[src/rtl/alu_cmd_sequencer.sv]
// -----------------------------------------------------------------------------
// alu_cmd_sequencer
//
// Issue side of a combinational 16-bit ALU. Commands arrive over a valid/ready
// channel and are buffered in a small FIFO. They are issued to the ALU one at a
// time. One cycle later the ALU result and flags are captured and returned on
// a valid/ready response channel. The external ALU sits between alu_a / alu_b /
// alu_control (outputs) and alu_result / alu_zero / alu_overflow (inputs).
//
// Optional feature macro: ALU_SEQ_OVF_CNT_EN
//   When defined, adds ovf_clr (in) and ovf_count[15:0] (out). The counter
//   counts captured results with the overflow flag set and saturates at
//   16'hFFFF. A clear takes priority over an increment in the same cycle.
//
// Ports
//   clk, rst_n                   clock (rising edge), synchronous active-low reset
//   cmd_valid/cmd_ready          command handshake (cmd_ready = FIFO not full)
//   cmd_op/cmd_a/cmd_b           opcode (0 ADD,1 SUB,2 AND,3 OR,4 XOR,5 SLT), operands
//   alu_a/alu_b/alu_control      registered operands and opcode driven to the ALU
//   alu_result/zero/overflow     combinational ALU outputs
//   rsp_valid/rsp_ready          response handshake
//   rsp_result/zero/overflow     captured ALU outputs
//   rsp_illegal                  captured opcode was 6..15
// -----------------------------------------------------------------------------
module alu_cmd_sequencer #(
  parameter int WIDTH      = 16,
  parameter int FIFO_DEPTH = 4
) (
  input  logic             clk,
  input  logic             rst_n,
  input  logic             cmd_valid,
  output logic             cmd_ready,
  input  logic [3:0]       cmd_op,
  input  logic [WIDTH-1:0] cmd_a,
  input  logic [WIDTH-1:0] cmd_b,
  output logic [WIDTH-1:0] alu_a,
  output logic [WIDTH-1:0] alu_b,
  output logic [3:0]       alu_control,
  input  logic [WIDTH-1:0] alu_result,
  input  logic             alu_zero,
  input  logic             alu_overflow,
  output logic             rsp_valid,
  input  logic             rsp_ready,
  output logic [WIDTH-1:0] rsp_result,
  output logic             rsp_zero,
  output logic             rsp_overflow,
  output logic             rsp_illegal
`ifdef ALU_SEQ_OVF_CNT_EN
  ,
  input  logic             ovf_clr,
  output logic [15:0]      ovf_count
`endif
);

  // state  | meaning
  // -------+-------------------------------------------------------------
  // S_IDLE | no command in flight; pops the FIFO head when one is queued
  // S_EXEC | operands on the ALU for one cycle, result captured at exit
  // S_RESP | response held on rsp_*; handshake may pop the next command

  localparam int PW = $clog2(FIFO_DEPTH);
  localparam logic [PW:0] FULL_CNT = (PW + 1)'(FIFO_DEPTH);

  typedef enum logic [1:0] {
    S_IDLE = 2'd0,
    S_EXEC = 2'd1,
    S_RESP = 2'd2
  } state_t;

  state_t state, state_nxt;

  logic [3:0]       op_mem [FIFO_DEPTH];
  logic [WIDTH-1:0] a_mem  [FIFO_DEPTH];
  logic [WIDTH-1:0] b_mem  [FIFO_DEPTH];
  logic [PW-1:0]    wr_ptr, rd_ptr;
  logic [PW:0]      count;

  logic fifo_empty;
  logic push, pop, capture, rsp_done;

  assign fifo_empty = (count == '0);
  assign cmd_ready  = (count != FULL_CNT);
  assign push       = cmd_valid && cmd_ready;

  // ---------------------------------------------------------------- FIFO
  // Storage needs no reset; an empty count makes stale entries unreachable.
  always_ff @(posedge clk) begin
    if (push) begin
      op_mem[wr_ptr] <= cmd_op;
      a_mem[wr_ptr]  <= cmd_a;
      b_mem[wr_ptr]  <= cmd_b;
    end
  end

  // Power-of-two depth, so the pointers wrap naturally.
  always_ff @(posedge clk) begin
    if (!rst_n) begin
      wr_ptr <= '0;
      rd_ptr <= '0;
      count  <= '0;
    end else begin
      if (push) wr_ptr <= wr_ptr + 1'b1;
      if (pop)  rd_ptr <= rd_ptr + 1'b1;
      case ({push, pop})
        2'b10:   count <= count + 1'b1;
        2'b01:   count <= count - 1'b1;
        default: count <= count;
      endcase
    end
  end

  // ---------------------------------------------------------------- FSM
  always_ff @(posedge clk) begin
    if (!rst_n) state <= S_IDLE;
    else        state <= state_nxt;
  end

  always_comb begin
    state_nxt = state;
    case (state)
      S_IDLE:  if (!fifo_empty) state_nxt = S_EXEC;
      S_EXEC:  state_nxt = S_RESP;
      S_RESP:  if (rsp_ready) state_nxt = fifo_empty ? S_IDLE : S_EXEC;
      default: state_nxt = S_IDLE;
    endcase
  end

  always_comb begin
    pop      = 1'b0;
    capture  = 1'b0;
    rsp_done = 1'b0;
    case (state)
      S_IDLE: pop = !fifo_empty;
      S_EXEC: capture = 1'b1;
      S_RESP: begin
        rsp_done = rsp_ready;
        // Back-to-back issue: the next command goes out on the handshake edge.
        pop      = rsp_ready && !fifo_empty;
      end
      default: ;
    endcase
  end

  // ---------------------------------------------------------------- datapath
  always_ff @(posedge clk) begin
    if (!rst_n) begin
      alu_a        <= '0;
      alu_b        <= '0;
      alu_control  <= '0;
      rsp_valid    <= 1'b0;
      rsp_result   <= '0;
      rsp_zero     <= 1'b0;
      rsp_overflow <= 1'b0;
      rsp_illegal  <= 1'b0;
    end else begin
      if (pop) begin
        alu_a       <= a_mem[rd_ptr];
        alu_b       <= b_mem[rd_ptr];
        alu_control <= op_mem[rd_ptr];
      end
      if (capture) begin
        rsp_valid    <= 1'b1;
        rsp_result   <= alu_result;
        rsp_zero     <= alu_zero;
        rsp_overflow <= alu_overflow;
        rsp_illegal  <= (alu_control > 4'd5);
      end else if (rsp_done) begin
        rsp_valid <= 1'b0;
      end
    end
  end

`ifdef ALU_SEQ_OVF_CNT_EN
  always_ff @(posedge clk) begin
    if (!rst_n) begin
      ovf_count <= '0;
    end else if (ovf_clr) begin
      ovf_count <= '0;
    end else if (capture && alu_overflow && (ovf_count != 16'hFFFF)) begin
      ovf_count <= ovf_count + 16'd1;
    end
  end
`endif

endmodule

[config.mk]
export PLATFORM = sky130hd
export DESIGN_NAME = alu_cmd_sequencer
export DESIGN_NICKNAME = d
export VERILOG_FILES = /design/src/rtl/alu_cmd_sequencer.sv
export SDC_FILE = /design/constraint.sdc
export NUM_CORES = 1
export LEC_CHECK = 0
export BUFFER_PORTS_ARGS = -buffer_cell sky130_fd_sc_hd__clkbuf_2
export CAP_MARGIN = 20
export CORE_UTILIZATION = 56
export DETAILED_ROUTE_END_ITERATION = 10
export PLACE_DENSITY = 0.79
export SLEW_MARGIN = 15
export SYNTH_ARGS = -nofsm -noshare
export SYNTH_HDL_FRONTEND = slang
export SYNTH_SLANG_ARGS = --single-unit
export TNS_END_PERCENT = 50
[constraint.sdc]
create_clock -name clk -period 3.05 [get_ports clk]
set_input_delay 0.305 -clock clk [delete_from_list [all_inputs] [get_ports clk]]
set_output_delay 0.305 -clock clk [all_outputs]
set_load 0.02 [all_outputs]
==> results of run 1 <==
[area by class of cell]
type	count	area, sq um
inverters	4	15.01
flip-flops and latches	209	5628
multi-input cells	208	1853
repair buffers	127	668.1
well taps	176	220.2
fillers	899	4167
clock buffers	30	599.3
clock inverters	8	92.59
[registers in the layout (all words and copies together) (netlist names)]
register / count
a_mem: 64
alu_a: 16
alu_b: 16
alu_control: 4
b_mem: 64
count: 3
op_mem: 16
rd_ptr: 2
rsp_illegal: 1
rsp_overflow: 1
rsp_result: 16
rsp_valid: 1
rsp_zero: 1
state: 2
wr_ptr: 2
[layer usage]
layer,part of all wire,up-vias
li1,-,1980
met4,0.019,0
met1,0.38,2100
met2,0.53,176
met3,0.071,25
met5,0,-
[kinds of logic after synthesis]
group,Yosys count
xor+xnor,2
simple gates,95
buf+inv,31
compound gates,67
fa+ha+maj,6
flops,209
mux,38
[final timing paths]
path / startpoint / endpoint
worst min-delay path: cmd_b[3] / b_mem[1][3]
worst max register to register: rd_ptr[0] / alu_b[1]
worst min register to register: rsp_result[13] / rsp_result[13]
worst max-delay path: rd_ptr[0] / alu_b[1]
[metrics by stage]
step	power (mW)	utilization	hold slack [ps]	area, sq um
finish	8.625	0.6854	26.77	9076
global route	9.026	0.6854	15.68	9076
CTS	8.722	0.6854	10.46	9076
detailed placement	6.177	0.6331	449.8	8384
global placement	6.089	0.6331	440.8	8384
floorplan	5.435	-	403.9	7605
[power by group]
| part | internal [mW] | total [mW] | switching [mW] |
|---|---|---|---|
| combinational | 0.934 | 2.20 | 1.26 |
| clock | 1.54 | 2.52 | 0.985 |
| sequential | 3.52 | 3.91 | 0.391 |
[critical path: stages (launching register included)]
cell and delay (ps):
dfxtp_2 910, buf_4 430, mux4_2 580, o2bb2ai_1 140
[cells in the mapped netlist]
master / n
a21o_1: 2
nor4b_1: 1
inv_2: 1
nand3_1: 2
nand3b_1: 1
xor2_1: 1
nor3_2: 2
buf_1: 5
nand2b_1: 2
or4_1: 1
o31ai_1: 1
nand2_1: 74
nor2_1: 3
o21ai_0: 1
dfxtp_1: 65
o21ai_1: 1
inv_1: 3
o2bb2ai_1: 36
mux4_2: 36
or3_1: 1
nor4_4: 1
fa_1: 1
nor2b_1: 2
buf_4: 2
xnor2_1: 1
mux2i_1: 2
a311oi_1: 1
buf_2: 11
and3_1: 4
ha_1: 5
or3b_1: 1
a21oi_1: 25
clkbuf_1: 9
edfxtp_1: 144
[layout by cell type (no fill, tap or decap), types with 3 or more instances in the layout]
master,instances
mux4_2,36
inv_1,3
buf_4,13
clkbuf_2,114
o2bb2ai_1,36
clkbuf_16,21
clkbuf_8,4
nor2_1,3
and3_2,4
clkbuf_1,5
clkinv_2,4
ha_1,5
dfxtp_1,63
edfxtp_1,144
nand2_1,74
a21oi_1,25
==> flow_metrics.py, run 1 <==
metrics = {
    "placed_design": {
        "dp_slack_ps": 782.3,
        "io_buffers": 114,
        "hpwlAfterDp_um": 8856,
        "dp.cells": 724,
        "routabilityCongestion": 0.7372,
    },
    "global_routing": {
        "grt_max_degree": 40,
        "use_met2": 0.3973,
        "grt_pass1_vias": 4473,
        "antenna_found_initial": 0,
        "gr-total-overflow": 0,
        "grtUsageMet1": 0.2653,
        "top_usage_layer": "met2",
        "grt_util_met3": 0.04440,
        "track_usage": 0.2206,
        "grt_pass1_wl_um": 23360,
    },
    "logic_synthesis": {
        "synth_top_cell_by_area": "edfxtp_1",
        "ys_warn_count": 0,
        "synth.mux.area_fraction": 0.1092,
        "yosys.area_share.simple": 0.05643,
        "synthAdderAreaFrac": 0.01086,
        "synth_area_per_cell_sq_um": 16.97,
        "synth_compound_area_frac": 0.06334,
        "ys_seq_area_frac": 0.7397,
        "synth.net_count": 512,
        "syn_inst": 448,
        "ys_ff_latch": 209,
        "synth_top_family_by_area": "multiplexers",
        "netlist.area_leader.share": 0.5686,
        "synth_area_leaders": "edfxtp_1, dfxtp_1, mux4_2, o2bb2ai_1, nand2_1",
        "synth_xor_area_frac": 0.002303,
        "synth_cell_types": 34,
        "synthesis.area_sq_um": 7605,
    },
    "power_and_ir_drop": {
        "max-vdd-ir-drop_v": 0.0006112,
        "powerDensity_nw_per_um2": 950.3,
        "leakagePower_nw": 3.246,
    },
    "detailed_routing": {
        "drt_iter0_drc": 245,
        "vias": 4281,
        "routed_via_density": 5.618,
        "wl_per_cell_um": 19.33,
        "drcViolationCount": 0,
        "detail-route-antenna-nets": 0,
        "drt_first_pass_iters": 4,
        "wl_um": 14730,
    },
    "floorplanning": {
        "io_pins": 115,
        "die_w_um": 118.5,
        "start_util": 0.5743,
        "dieArea_sq_um": 14050,
        "core_area_sq_um": 13240,
        "rows": 42,
        "die_h_um": 118.5,
    },
    "min_path": {
        "hold_depth": 1,
        "min_path_type": "in2reg",
    },
    "sta": {
        "maxSlewViolCount": 0,
        "setup_tns_ps": 0,
        "finalSetupViolCount": 0,
        "final_hold_viol_count": 0,
        "finalCriticalPeriod_ps": 2189,
        "grt_setup_unrepaired": "no",
        "fin_crit_sh": 0.7178,
        "worstMarginPinSlew_ps": 1028,
        "setup_ws_ps": 860.6,
        "relSlewSlack": 0.3149,
        "finClkSkew_ps": 20.15,
        "max_freq_mhz": 456.8,
    },
    "cells_and_area": {
        "finalNetCount": 635,
        "drive_above_1_share": 0.3498,
        "fin_cells": 762,
        "syn2layout_area_growth_pct": 19.35,
        "n_antenna_cell": 0,
    },
    "run_status": {
        "status": "complete, no violations",
    },
    "flow_run": {
        "drv_cap": 0,
    },
    "clocking": {
        "clkLatencyLatePin_ps": 490,
        "clockBufferDepth": 3,
        "htreeDepth": 1,
        "clock_sinks": 209,
        "cts_inserted_buffers": 21,
        "cts_setup_buffers": 0,
        "cts_hold_buf": 0,
        "ctsRootBufferMaster": "clkbuf_16",
        "cts_resized": 0,
        "cts_tree": "done",
        "clkTransAtPathRegs_ps": 60,
    },
    "worst_setup_path": {
        "reg2regPathDepth": 3,
        "r2r_slack_ps": 860,
        "start_kind": "register",
        "cp.required_ps": 3410,
        "critPathKind": "reg2reg",
        "crit_arrival_ps": 2550,
        "worstPathMaxFanout": 26,
        "worstSetupEndpointType": "register",
    },
}
(Power assumes the default switching activity.)
==> run 2: changes to the inputs <==
clock period = 2.1 ns   (was 3.05 ns; I/O delays follow)
==> flow_metrics.py, run 2 (same netlist as run 1, synthesis figures left out) <==
metrics = {
    "sta": {
        "maxSlewViolCount": 0,
        "finalCriticalPeriod_ps": 1980,
        "setup_tns_ps": 0,
        "worstMarginPinSlew_ps": 685.9,
        "finClkSkew_ps": 9.726,
        "relSlewSlack": 0.5428,
        "grt_setup_unrepaired": "no",
        "finalSetupViolCount": 0,
        "max_freq_mhz": 505.0,
        "hold_ws_ps": 117.3,
        "fin_crit_sh": 0.9430,
        "final_hold_viol_count": 0,
    },
    "floorplanning": {
        "dieArea_sq_um": 14050,
        "io_pins": 115,
        "die_w_um": 118.5,
        "start_util": 0.5743,
        "core_area_sq_um": 13240,
        "rows": 42,
        "die_h_um": 118.5,
    },
    "global_routing": {
        "grt_max_degree": 40,
        "antenna_found_initial": 0,
        "grt_pass1_vias": 4790,
        "grt_pass1_wl_um": 24580,
        "gr-total-overflow": 0,
        "track_usage": 0.2252,
    },
    "cells_and_area": {
        "n_antenna_cell": 0,
        "final_area_sq_um": 9642,
        "reg_top3": "a_mem x64, b_mem x64",
        "finalNetCount": 695,
        "mostFrequentLayoutCells": "edfxtp_1, clkbuf_2, nand2_1, dfxtp_1, dlygate4sd3_1",
        "final_common_cell": "edfxtp_1",
        "drive_above_1_share": 0.3147,
        "syn2layout_area_growth_pct": 26.79,
        "fin_cells": 821,
    },
    "worst_setup_path": {
        "crit_arrival_ps": 2380,
        "start_kind": "input port",
        "worstPathMaxFanout": 3,
        "worstSetupEndpointType": "register",
        "critPathKind": "in2reg",
        "cp.required_ps": 2500,
    },
    "clocking": {
        "cts_inserted_buffers": 21,
        "htreeDepth": 1,
        "cts_setup_buffers": 0,
        "clockBufferDepth": 3,
        "clkLatencyLatePin_ps": 470,
        "clkTransAtPathRegs_ps": 60,
        "clock_sinks": 209,
        "ctsRootBufferMaster": "clkbuf_16",
        "cts_tree": "done",
    },
    "placed_design": {
        "dp.cells": 729,
        "routabilityCongestion": 0.7695,
        "hpwlAfterDp_um": 8765,
        "detailed_place.area_sq_um": 8484,
        "io_buffers": 114,
    },
    "power_and_ir_drop": {
        "max-vdd-ir-drop_v": 0.0009064,
        "powerDensity_nw_per_um2": 1279,
        "leakagePower_nw": 3.463,
    },
    "detailed_routing": {
        "detail-route-antenna-nets": 0,
        "wl_um": 15350,
        "vias": 4538,
        "drcViolationCount": 0,
        "wl_per_cell_um": 18.69,
        "drt_iter0_drc": 273,
        "drt_first_pass_iters": 5,
        "routed_via_density": 5.527,
    },
    "min_path": {
        "min_path_type": "in2reg",
    },
    "run_status": {
        "status": "complete, no violations",
    },
    "flow_run": {
        "drv_cap": 0,
    },
}
[run 2: final timing paths]
| check | from | end | slack [ps] | depth (start not counted) |
|---|---|---|---|---|
| worst max-delay path | rsp_ready | count[2] | 120 | 9 |
| worst min-delay path | cmd_valid | wr_ptr[0] | 120 | 3 |
| worst max register to register | count[1] | count[2] | 120 | 7 |
| worst min register to register | alu_a[3] | alu_a[3] | 460 | 2 |
[run 2: per-stage QoR]
stage | power (mW) | worst slack (ps) | utilization
after detailed placement | 9.076 | 63.28 | 0.6407
after global routing | 12.92 | 24.38 | 0.7281
after CTS | 12.41 | 46.13 | 0.7273
after floorplan | 7.891 | -156.8 | -
final | 12.33 | 119.8 | 0.7281
after global placement | 8.937 | 164.0 | 0.6407
[run 2: where the power goes]
part | switching, mW | internal, mW | leakage, nW | total [mW]
Sequential | 0.380 | 5.11 | 1.85 | 5.49
Combinational | 2.06 | 1.53 | 1.32 | 3.59
Clock | 1.38 | 1.87 | 0.289 | 3.25
Total | 3.82 | 8.51 | 3.46 | 12.3
[run 2: repair_timing]
| action | 4_1_cts | 5_1_grt |
|---|---|---|
| endpoints found under the setup margin | 0 | 1 |
| gates resized for setup | 0 | 3 |
| hold buffers | 55 | 0 |
| endpoints found under the hold margin | 163 | 0 |
[run 2: area by class of cell]
| cell class | count | area (sq um) |
|---|---|---|
| clock inverters | 7 | 27.53 |
| multi-input cells | 208 | 1862 |
| flip-flops and latches | 209 | 5629 |
| repair buffers | 187 | 1319 |
| inverters | 4 | 15.01 |
| fillers | 792 | 3601 |
| clock buffers | 30 | 569.3 |
| well taps | 176 | 220.2 |
[run 2: metal layers]
| metal | wire [um] | vias up | global-route usage |
|---|---|---|---|
| met2 | 8093 | 163 | 0.4137 |
| met1 | 6000 | 2250 | 0.2734 |
| li1 | - | 2095 | - |
| met4 | 356 | 0 | 0.06329 |
| met3 | 896 | 30 | 0.03668 |
| met5 | 0 | - | 0 |
[run 2: critical path: stages]
cell	delay, ps
dlygate4sd3_1	560
clkbuf_2	140
nor2b_2	190
nor3_4	50
ha_1	230
fa_1	390
xnor2_1	150
or3_1	320
a21oi_1	140
